## config.mk

```make
export PLATFORM = sky130hd
export DESIGN_NAME = seven_seg
export DESIGN_NICKNAME = d
export VERILOG_FILES = /design/src/rtl/seven_seg.sv
export SDC_FILE = /design/constraint.sdc
export NUM_CORES = 1
export LEC_CHECK = 0
export BUFFER_PORTS_ARGS = -buffer_cell sky130_fd_sc_hd__buf_2
export CORE_MARGIN = 2
export CORE_UTILIZATION = 38
export DETAILED_ROUTE_END_ITERATION = 7
export SETUP_SLACK_MARGIN = 0.2
export SYNTH_ARGS = -nofsm -noshare
export SYNTH_HDL_FRONTEND = slang
export SYNTH_SLANG_ARGS = --single-unit
```

## constraint.sdc

```tcl
create_clock -name clk -period 4.2 [get_ports clk]
set_input_delay 0.63 -clock clk [delete_from_list [all_inputs] [get_ports clk]]
set_output_delay 0.63 -clock clk [all_outputs]
set_load 0.1 [all_outputs]
```

## src/rtl/seven_seg.sv

```systemverilog
// Combinational BCD/hex to seven-segment decoder, plus blanking, a blink timer and a sticky invalid-digit flag.
// Optional build macro SEVENSEG_HEX_EN: decode 10-15 as hex glyphs A b C d E F; digit_err is then tied to 0.
`timescale 1ns/1ps

module seven_seg #(
    parameter int unsigned BLINK_DIV = 25_000_000,
    parameter int unsigned CNT_W     = 32
) (
    input  logic       clk,
    input  logic       reset,
    input  logic [3:0] num,
    input  logic       blank,
    input  logic       blink_en,
    output logic [6:0] display,
    output logic       digit_err
);

    localparam logic [CNT_W-1:0] CNT_LAST = CNT_W'(BLINK_DIV - 1);

    logic [6:0]       seg;
    logic [CNT_W-1:0] cnt;
    logic             phase;
    logic             seg_on;

    // An X/Z on num matches no case item and falls through to the blank default.
    always_comb begin
        seg = 7'b0000000;
        case (num)
            4'd0:    seg = 7'b1111110;
            4'd1:    seg = 7'b0110000;
            4'd2:    seg = 7'b1101101;
            4'd3:    seg = 7'b1111001;
            4'd4:    seg = 7'b0110011;
            4'd5:    seg = 7'b1011011;
            4'd6:    seg = 7'b1011111;
            4'd7:    seg = 7'b1110000;
            4'd8:    seg = 7'b1111111;
            4'd9:    seg = 7'b1110011;
`ifdef SEVENSEG_HEX_EN
            4'd10:   seg = 7'b1110111;
            4'd11:   seg = 7'b0011111;
            4'd12:   seg = 7'b1001110;
            4'd13:   seg = 7'b0111101;
            4'd14:   seg = 7'b1001111;
            4'd15:   seg = 7'b1000111;
`endif
            default: seg = 7'b0000000;
        endcase
    end

    assign seg_on  = ~blank & (phase | ~blink_en);
    assign display = seg & {7{seg_on}};

    // Holding at cnt = 0 / phase = 1 while disabled makes every blink run start lit.
    always_ff @(posedge clk or negedge reset) begin
        if (!reset) begin
            cnt   <= '0;
            phase <= 1'b1;
        end else if (!blink_en) begin
            cnt   <= '0;
            phase <= 1'b1;
        end else if (cnt == CNT_LAST) begin
            cnt   <= '0;
            phase <= ~phase;
        end else begin
            cnt   <= cnt + CNT_W'(1);
        end
    end

`ifdef SEVENSEG_HEX_EN
    assign digit_err = 1'b0;
`else
    logic err_flag;

    always_ff @(posedge clk or negedge reset) begin
        if (!reset) begin
            err_flag <= 1'b0;
        end else if (num > 4'd9) begin
            err_flag <= 1'b1;
        end
    end

    assign digit_err = err_flag;
`endif

endmodule

```

**Word level (Yosys, flattened, before mapping)**

Memories as Yosys holds them, arrays and structs flattened.
Index checks and enable logic that the tools add are counted.

- Register bits: 34
- Memory bits (read-only): 112
- Bits of input ports: 8
- Output and inout port bits: 8
- Word-level logic and storage cells: 18
- Memories kept: 1

- $add $sub $neg: 1
- Magnitude comparators: 1
- Equal/unequal tests: 2
- Mux-type cells: 4
- Bitwise logic cells: 6

Memories:

| memory | words | width | read ports | clocked after memory_dff | write ports | line | text |
|---|---|---|---|---|---|---|---|
| (name not given) | 16 | 7 | 1 | 0 | 0 | 28 | `case (num)` |

Operators by type and width:

| kind | number |
|---|---|
| $mux W32 | 2 |
| $add A32 B1 Y32 const B | 1 |
| $eq A32 B25 Y1 const B | 1 |
| $and A7 B7 Y7 | 1 |
| $gt A4 B4 Y1 const B | 1 |
| $not A1 Y1 | 3 |
| $mux W1 | 2 |
| $ne A2 B1 Y1 const B | 1 |
| $and A1 B1 Y1 | 1 |
| $or A1 B1 Y1 | 1 |

**Longest topological paths before layout**

Gate-level depths: netlist of run 1.

- Depth in word-level cells: 4
- Gate-level depth with buffers: 8
- Depth with buffers taken out: 6

**Worst setup path before layout of run 1**

No wires, ideal clock.

- Kind: input to output
- From: input num[2]
- To: output display[5]
- Arrival: 3.340 ns
- Data required time: 3.570 ns
- Setup slack: 0.230 ns
- Stages on the path: 4
- Buffers on the path: 1
- Cell sequence: clkbuf_1 o21ai_0 and2_1 a21boi_0

- Cells in the longest elaborated chain, start to end: 2

Ends and longest elaborated chain:

| what | line | text |
|---|---|---|
| from (decl) | 11 | `input logic [3:0] num,` |
| $mem_v2 Z16 W7 | - |  |
| $and A7 B7 Y7 | 52 | `assign display = seg & {7{seg_on}};` |
| to (decl) | 14 | `output logic [6:0] display,` |

No other way between the ends.

**Worst setup path after layout of run 1**

- From: register phase
- To: output display[5]

- Cells in the longest elaborated chain, start to end: 3

Ends and longest elaborated chain:

| what | line | text |
|---|---|---|
| from (decl) | 22 | `logic phase;` |
| from (signal assigned) | 64 | `phase <= ~phase;` |
| $or A1 B1 Y1 | 51 | `assign seg_on = ~blank & (phase \| ~blink_en);` |
| $and A1 B1 Y1 | 51 |  |
| $and A7 B7 Y7 | 52 |  |

No other way between the ends.

==> impl_metrics.py, run 1 <==
metrics = {
    "run_status": {
        "status": "completed",
    },
    "grt": {
        "met2_usage": 0.250,
        "grtUsageMet1": 0.220,
        "gr-total-overflow": 0,
        "gr-usage-all-layers": 0.163,
        "antenna_found_initial": 0,
        "grt_pass1_wl_um": 7980,
        "top_usage_layer": "met2",
        "grtUsageMet3": 0.0466,
        "grt_pass1_vias": 1684,
        "grt_max_degree": 35,
    },
    "pwr": {
        "switchingPower_uw": 187,
        "seq_power_share": 0.501,
        "leakagePower_nw": 0.929,
        "switching_share": 0.281,
        "power_uw": 665,
        "p_comb_frac": 0.114,
        "p_per_area_nw_per_um2": 287,
        "internal_power_uw": 478,
        "clkPwrFrac": 0.386,
        "vdd_ir_drop_max_uv": 121,
    },
    "routing": {
        "remaining_drc_errors": 0,
        "routed_wl_um": 4730,
        "drtPass1Iterations": 4,
        "vias_per_cell": 5.72,
        "avgRoutedWirePerCell_um": 14.9,
        "drtIter0Drc": 90,
        "final_antenna_net_count": 0,
        "route.vias.total": 1814,
    },
    "clock_tree": {
        "postCtsSetupBuffers": 0,
        "cts_resized": 0,
        "cts.sinks": 34,
        "worstSkewPairLatency_ns": 0.29,
        "cts-root-buf": "clkbuf_8",
        "clk_pin_slew_worst_paths_ns": 0.07,
        "htree_num_levels": 2,
        "clock_path_buffers": 2,
        "ctsHoldBuffers": 0,
        "cts_buffers": 5,
        "cts_tree": "done",
    },
    "floorplan": {
        "die_area_um2": 6200,
        "die_h_um": 78.8,
        "die_w_um": 78.8,
        "num_rows": 27,
        "num_io_pins": 16,
        "coreArea_um2": 5440,
        "start_util": 0.390,
    },
    "sta": {
        "fin_tns_setup_ns": 0,
        "fmax_mhz": 385,
        "rsz0062_at_grt": "false",
        "finalClockSkew_ns": 0.00742,
        "timing.final.ws_setup_ns": 1.60,
        "slew_headroom": 0.478,
        "setup_violations": 0,
        "slew_viol_final": 0,
        "hold_viol": 0,
        "min_period_ns": 2.60,
        "worst_pin_slew_ns": 0.783,
        "layout_worst_path_cycle_share": 0.618,
    },
    "final_layout": {
        "finalNetCount": 258,
        "final_cell_area_um2": 2310,
        "instances_no_fill": 317,
        "area_growth_pct": 9.02,
        "n_antenna_cell": 0,
        "drive_gt1_frac": 0.139,
        "fillCellCount": 546,
    },
    "worst_setup_path": {
        "endpoint_kind": "primary output",
        "setup.worst_path.start_class": "flip-flop",
        "arrival_ns": 1.97,
        "path_class": "flip-flop to primary output",
        "cp.required_ns": 3.57,
        "worstPathMaxFanout": 4,
    },
    "synthesis": {
        "ys_async_sr_fraction": 1.00,
        "synth_area_um2": 2120,
        "ys_types": 43,
        "yosysTopAreaCell": "dfrtp_1",
        "syn-num-nets": 246,
        "ys_seq_area_frac": 0.401,
        "netlist.area_leader.share": 0.389,
        "syn_area_per_cell_um2": 9.15,
        "synth_area_leaders": "dfrtp_1, or4_1, a21oi_1, nand4_1, ha_1",
        "synth_edf_count": 0,
        "ys_ff_latch": 34,
        "synth-warning-count": 0,
        "synthesis.instances": 232,
        "synthFlopType": "dfrtp_1",
    },
    "placed_design": {
        "dp_hpwl_um": 3250,
        "place_congestion": 0.785,
        "dp_slack_ns": 1.71,
        "post_dp_cell_area_um2": 2220,
        "placedCellCount": 309,
        "io_buffers": 15,
    },
    "worst_hold_path": {
        "hold_class": "input port to async pin",
    },
    "run": {
        "cap_violations": 0,
    },
}
## path summary, 6_finish.rpt
kind | startpoint | to | slack (ns) | depth (start not counted)
setup / recovery | phase$_DFFE_PN1P_ | display[5] | 1.60 | 5
min in group clk | digit_err$_DFFE_PN0N_ | digit_err$_DFFE_PN0N_ | 0.47 | 1
hold / removal | reset | cnt[23]$_DFF_PN0_ | 0.41 | 1
max in group asynchronous | reset | cnt[21]$_DFF_PN0_ | 3.28 | 1
setup reg to reg | cnt[27]$_DFF_PN0_ | cnt[3]$_DFF_PN0_ | 1.73 | 4
hold reg to reg | digit_err$_DFFE_PN0N_ | digit_err$_DFFE_PN0N_ | 0.47 | 1
## Yosys cell counts, types with 2 or more instances
library cell	count
a21boi_0	2
a21oi_1	19
and2_1	4
and3_1	4
and4_1	3
buf_6	3
clkbuf_1	5
dfrtp_1	33
ha_1	6
inv_1	8
mux2i_1	2
nand2_1	11
nand2b_1	2
nand3_1	15
nand4_1	13
nor2_1	18
nor3_1	2
nor4_1	4
o21a_1	4
o21ai_0	14
o31ai_1	8
or3_1	7
or4_1	13
or4_4	2
xnor2_1	6
xor2_1	7
## cells by family after synthesis
| family | count (synthesis) | synth area share |
|---|---|---|
| and+or+nand+nor | 108 | 0.313 |
| DFF | 34 | 0.401 |
| adders and majority gates | 6 | 0.0354 |
| xor gates and xnor gates | 13 | 0.0536 |
| AOI/OAI and AO/OA | 51 | 0.143 |
| muxes | 2 | 0.00943 |
| buffers and inverters | 18 | 0.0448 |
## placed cells by master (no fill, tap or decap), drive strengths merged, types with 6 or more instances in the layout
cell type,n
a21oi,20
xor2,7
nand4,15
or4,16
o31ai,8
xnor2,6
nand2,11
inv,8
buf,15
clkbuf,7
nor2,18
or3,8
ha,6
nand3,15
dfrtp,33
o21ai,14
## power by group through the flow
| stage | combinational (mW) | clock, mW | sequential [mW] |
|---|---|---|---|
| CTS | 0.0768 | 0.262 | 0.333 |
| global placement | 0.0764 | 0 | 0.339 |
| finish | 0.0756 | 0.256 | 0.333 |
| floorplan | 0.0595 | 0 | 0.338 |
| global route | 0.0825 | 0.276 | 0.333 |
| detailed placement | 0.0766 | 0 | 0.339 |
## state kept, by name, summed over array words and instances, names as in the netlist
signal / flops
cnt: 32
digit_err: 1
phase: 1
## routing by layer
layer / wire length [um] / part of all wire
met1: 2270 / 0.48
met4: 96 / 0.020
met2: 2160 / 0.46
met5: 0 / 0
met3: 205 / 0.043
## cell type report
cell class / count / area [um^2] / area share
multi-input cells: 180 / 1180 / 0.508
well taps: 72 / 90.1 / 0.0389
clock inverters: 1 / 5.00 / 0.00216
flip-flops and latches: 34 / 852 / 0.368
inverters: 8 / 30.0 / 0.0130
clock buffers: 7 / 86.3 / 0.0373
repair buffers: 15 / 75.1 / 0.0324
## critical path, stage by stage, from the launching register on
cell      delay (ns)
dfstp_2         0.55
inv_1           0.04
a21oi_1         0.23
and2_1          0.24
a21boi_0        0.17
buf_2           0.44
## through the flow
step / util / hold WS, ns
2_1_floorplan: - / 0.334
3_3_place_gp: 0.409 / 0.452
3_5_place_dp: 0.409 / 0.454
4_1_cts: 0.426 / 0.447
5_1_grt: 0.426 / 0.480
6_report: 0.426 / 0.413
Power figures use the tool's default switching activity.
==> inputs of run 2 (changes only) <==
Clock period 4.2 ns to 2.4 ns, I/O delays scaled along.
==> impl_metrics.py, run 2 (synthesis gave the netlist of run 1 again) <==
metrics = {
    "pwr": {
        "p_per_area_nw_per_um2": 472,
        "vdd_ir_drop_max_uv": 262,
        "power_mw": 1.13,
        "leakagePower_nw": 0.961,
    },
    "grt": {
        "grt_pass1_wl_um": 8290,
        "grt_max_degree": 35,
        "antenna_found_initial": 0,
        "grt_pass1_vias": 1707,
        "gr-usage-all-layers": 0.169,
        "gr-total-overflow": 0,
    },
    "worst_hold_path": {
        "hold_class": "input port to async pin",
    },
    "sta": {
        "fin_tns_setup_ns": 0,
        "finalClockSkew_ns": 0.00430,
        "min_period_ns": 2.07,
        "slew_headroom": 0.493,
        "slew_viol_final": 0,
        "worst_pin_slew_ns": 0.760,
        "hold_viol": 0,
        "fmax_mhz": 484,
        "whs_ns": 0.149,
        "rsz0062_at_grt": "false",
        "setup_violations": 0,
        "layout_worst_path_cycle_share": 0.861,
    },
    "clock_tree": {
        "worstSkewPairLatency_ns": 0.28,
        "postCtsSetupBuffers": 0,
        "cts_tree": "done",
        "clock_path_buffers": 2,
        "clk_pin_slew_worst_paths_ns": 0.07,
        "cts-root-buf": "clkbuf_8",
        "cts.sinks": 34,
        "htree_num_levels": 2,
        "cts_buffers": 5,
    },
    "placed_design": {
        "place_congestion": 0.804,
        "io_buffers": 15,
        "dp_hpwl_um": 3390,
    },
    "final_layout": {
        "final_common_cell": "dfrtp_1",
        "layout_common_cells": "dfrtp_1, a21oi_1, nor2_1",
        "final_core_util": 0.441,
        "drive_gt1_frac": 0.164,
        "n_antenna_cell": 0,
        "finalNetCount": 263,
        "largest_reg_flops": 32,
        "top_register": "cnt",
        "area_growth_pct": 12.9,
    },
    "worst_setup_path": {
        "arrival_ns": 2.23,
        "worstPathMaxFanout": 21,
        "cp.required_ns": 2.56,
        "path_class": "flip-flop to flip-flop",
        "endpoint_kind": "flip-flop",
        "setup.worst_path.start_class": "flip-flop",
    },
    "routing": {
        "routed_wl_um": 4760,
        "drtPass1Iterations": 4,
        "route.vias.total": 1848,
        "vias_per_cell": 5.74,
        "met1Wirelength_um": 2370,
        "top_layer": "met4",
        "remaining_drc_errors": 0,
        "wl_met2_um": 2150,
        "drtIter0Drc": 134,
        "avgRoutedWirePerCell_um": 14.8,
        "final_antenna_net_count": 0,
        "met3_length_um": 161,
    },
    "floorplan": {
        "die_area_um2": 6200,
        "coreArea_um2": 5440,
        "die_h_um": 78.8,
        "num_io_pins": 16,
        "die_w_um": 78.8,
        "num_rows": 27,
        "start_util": 0.390,
    },
    "run": {
        "cap_violations": 0,
    },
    "run_status": {
        "status": "completed",
    },
}
run 2: cell types whose count changed in the layout (fill, tap and decap cells not counted), moves of 2 or more:
cell / delta
a21boi_0: -2
a21boi_2: +2
buf_2: -4
buf_4: +5
buf_6: +3
clkbuf_1: +2
run 2: layout make-up:
cell class	count	area, um^2
well taps	72	90.1
repair buffers	20	146
multi-input cells	180	1200
inverters	8	30.0
flip-flops and latches	34	852
fillers	550	3040
clock buffers	8	80.1
run 2: routing by layer:
metal,GRT usage,vias to the layer above
met1,0.243,907
met2,0.255,33
met3,0.0341,5
met4,0.0579,0
met5,0,-
li1,-,903
run 2: critical path: stages (launching register included):
cell and delay [ns]:
dfrtp_1 0.41, or4b_2 0.71, nor4_4 0.32, a31o_4 0.27
buf_12 0.17, a21oi_1 0.05
run 2: stage by stage:
| step | setup slack (ns) | cells | instance area (um^2) |
|---|---|---|---|
| floorplan | 0.245 | 232 | 2130 |
| global placement | 0.317 | 314 | 2280 |
| detailed placement | 0.277 | 314 | 2280 |
| CTS | 0.223 | 322 | 2370 |
| global route | 0.228 | 322 | 2400 |
| finish | 0.334 | 322 | 2400 |
run 2: what timing repair did:
action,4_1_cts,5_1_grt
resized for setup,4,5
setup endpoints to repair,4,26
endpoints found under the hold margin,0,0
hold buffers,0,0
run 2: final timing paths:
| path | slack (ns) | to | start | depth (start not counted) |
|---|---|---|---|---|
| setup / recovery | 0.33 | cnt[21]$_DFF_PN0_ | cnt[27]$_DFF_PN0_ | 5 |
| max in group asynchronous | 1.77 | cnt[5]$_DFF_PN0_ | reset | 1 |
| min in group clk | 0.29 | phase$_DFFE_PN1P_ | blink_en | 2 |
| hold / removal | 0.15 | cnt[0]$_DFF_PN0_ | reset | 1 |
| setup reg to reg | 0.33 | cnt[21]$_DFF_PN0_ | cnt[27]$_DFF_PN0_ | 5 |
| hold reg to reg | 0.47 | digit_err$_DFFE_PN0N_ | digit_err$_DFFE_PN0N_ | 1 |
run 2: report_power, final:
group / leakage, nW / switching, mW / internal, mW
clock: 0.0395 / 0.196 / 0.206
combinational: 0.457 / 0.108 / 0.0385
sequential: 0.464 / 0.00525 / 0.577
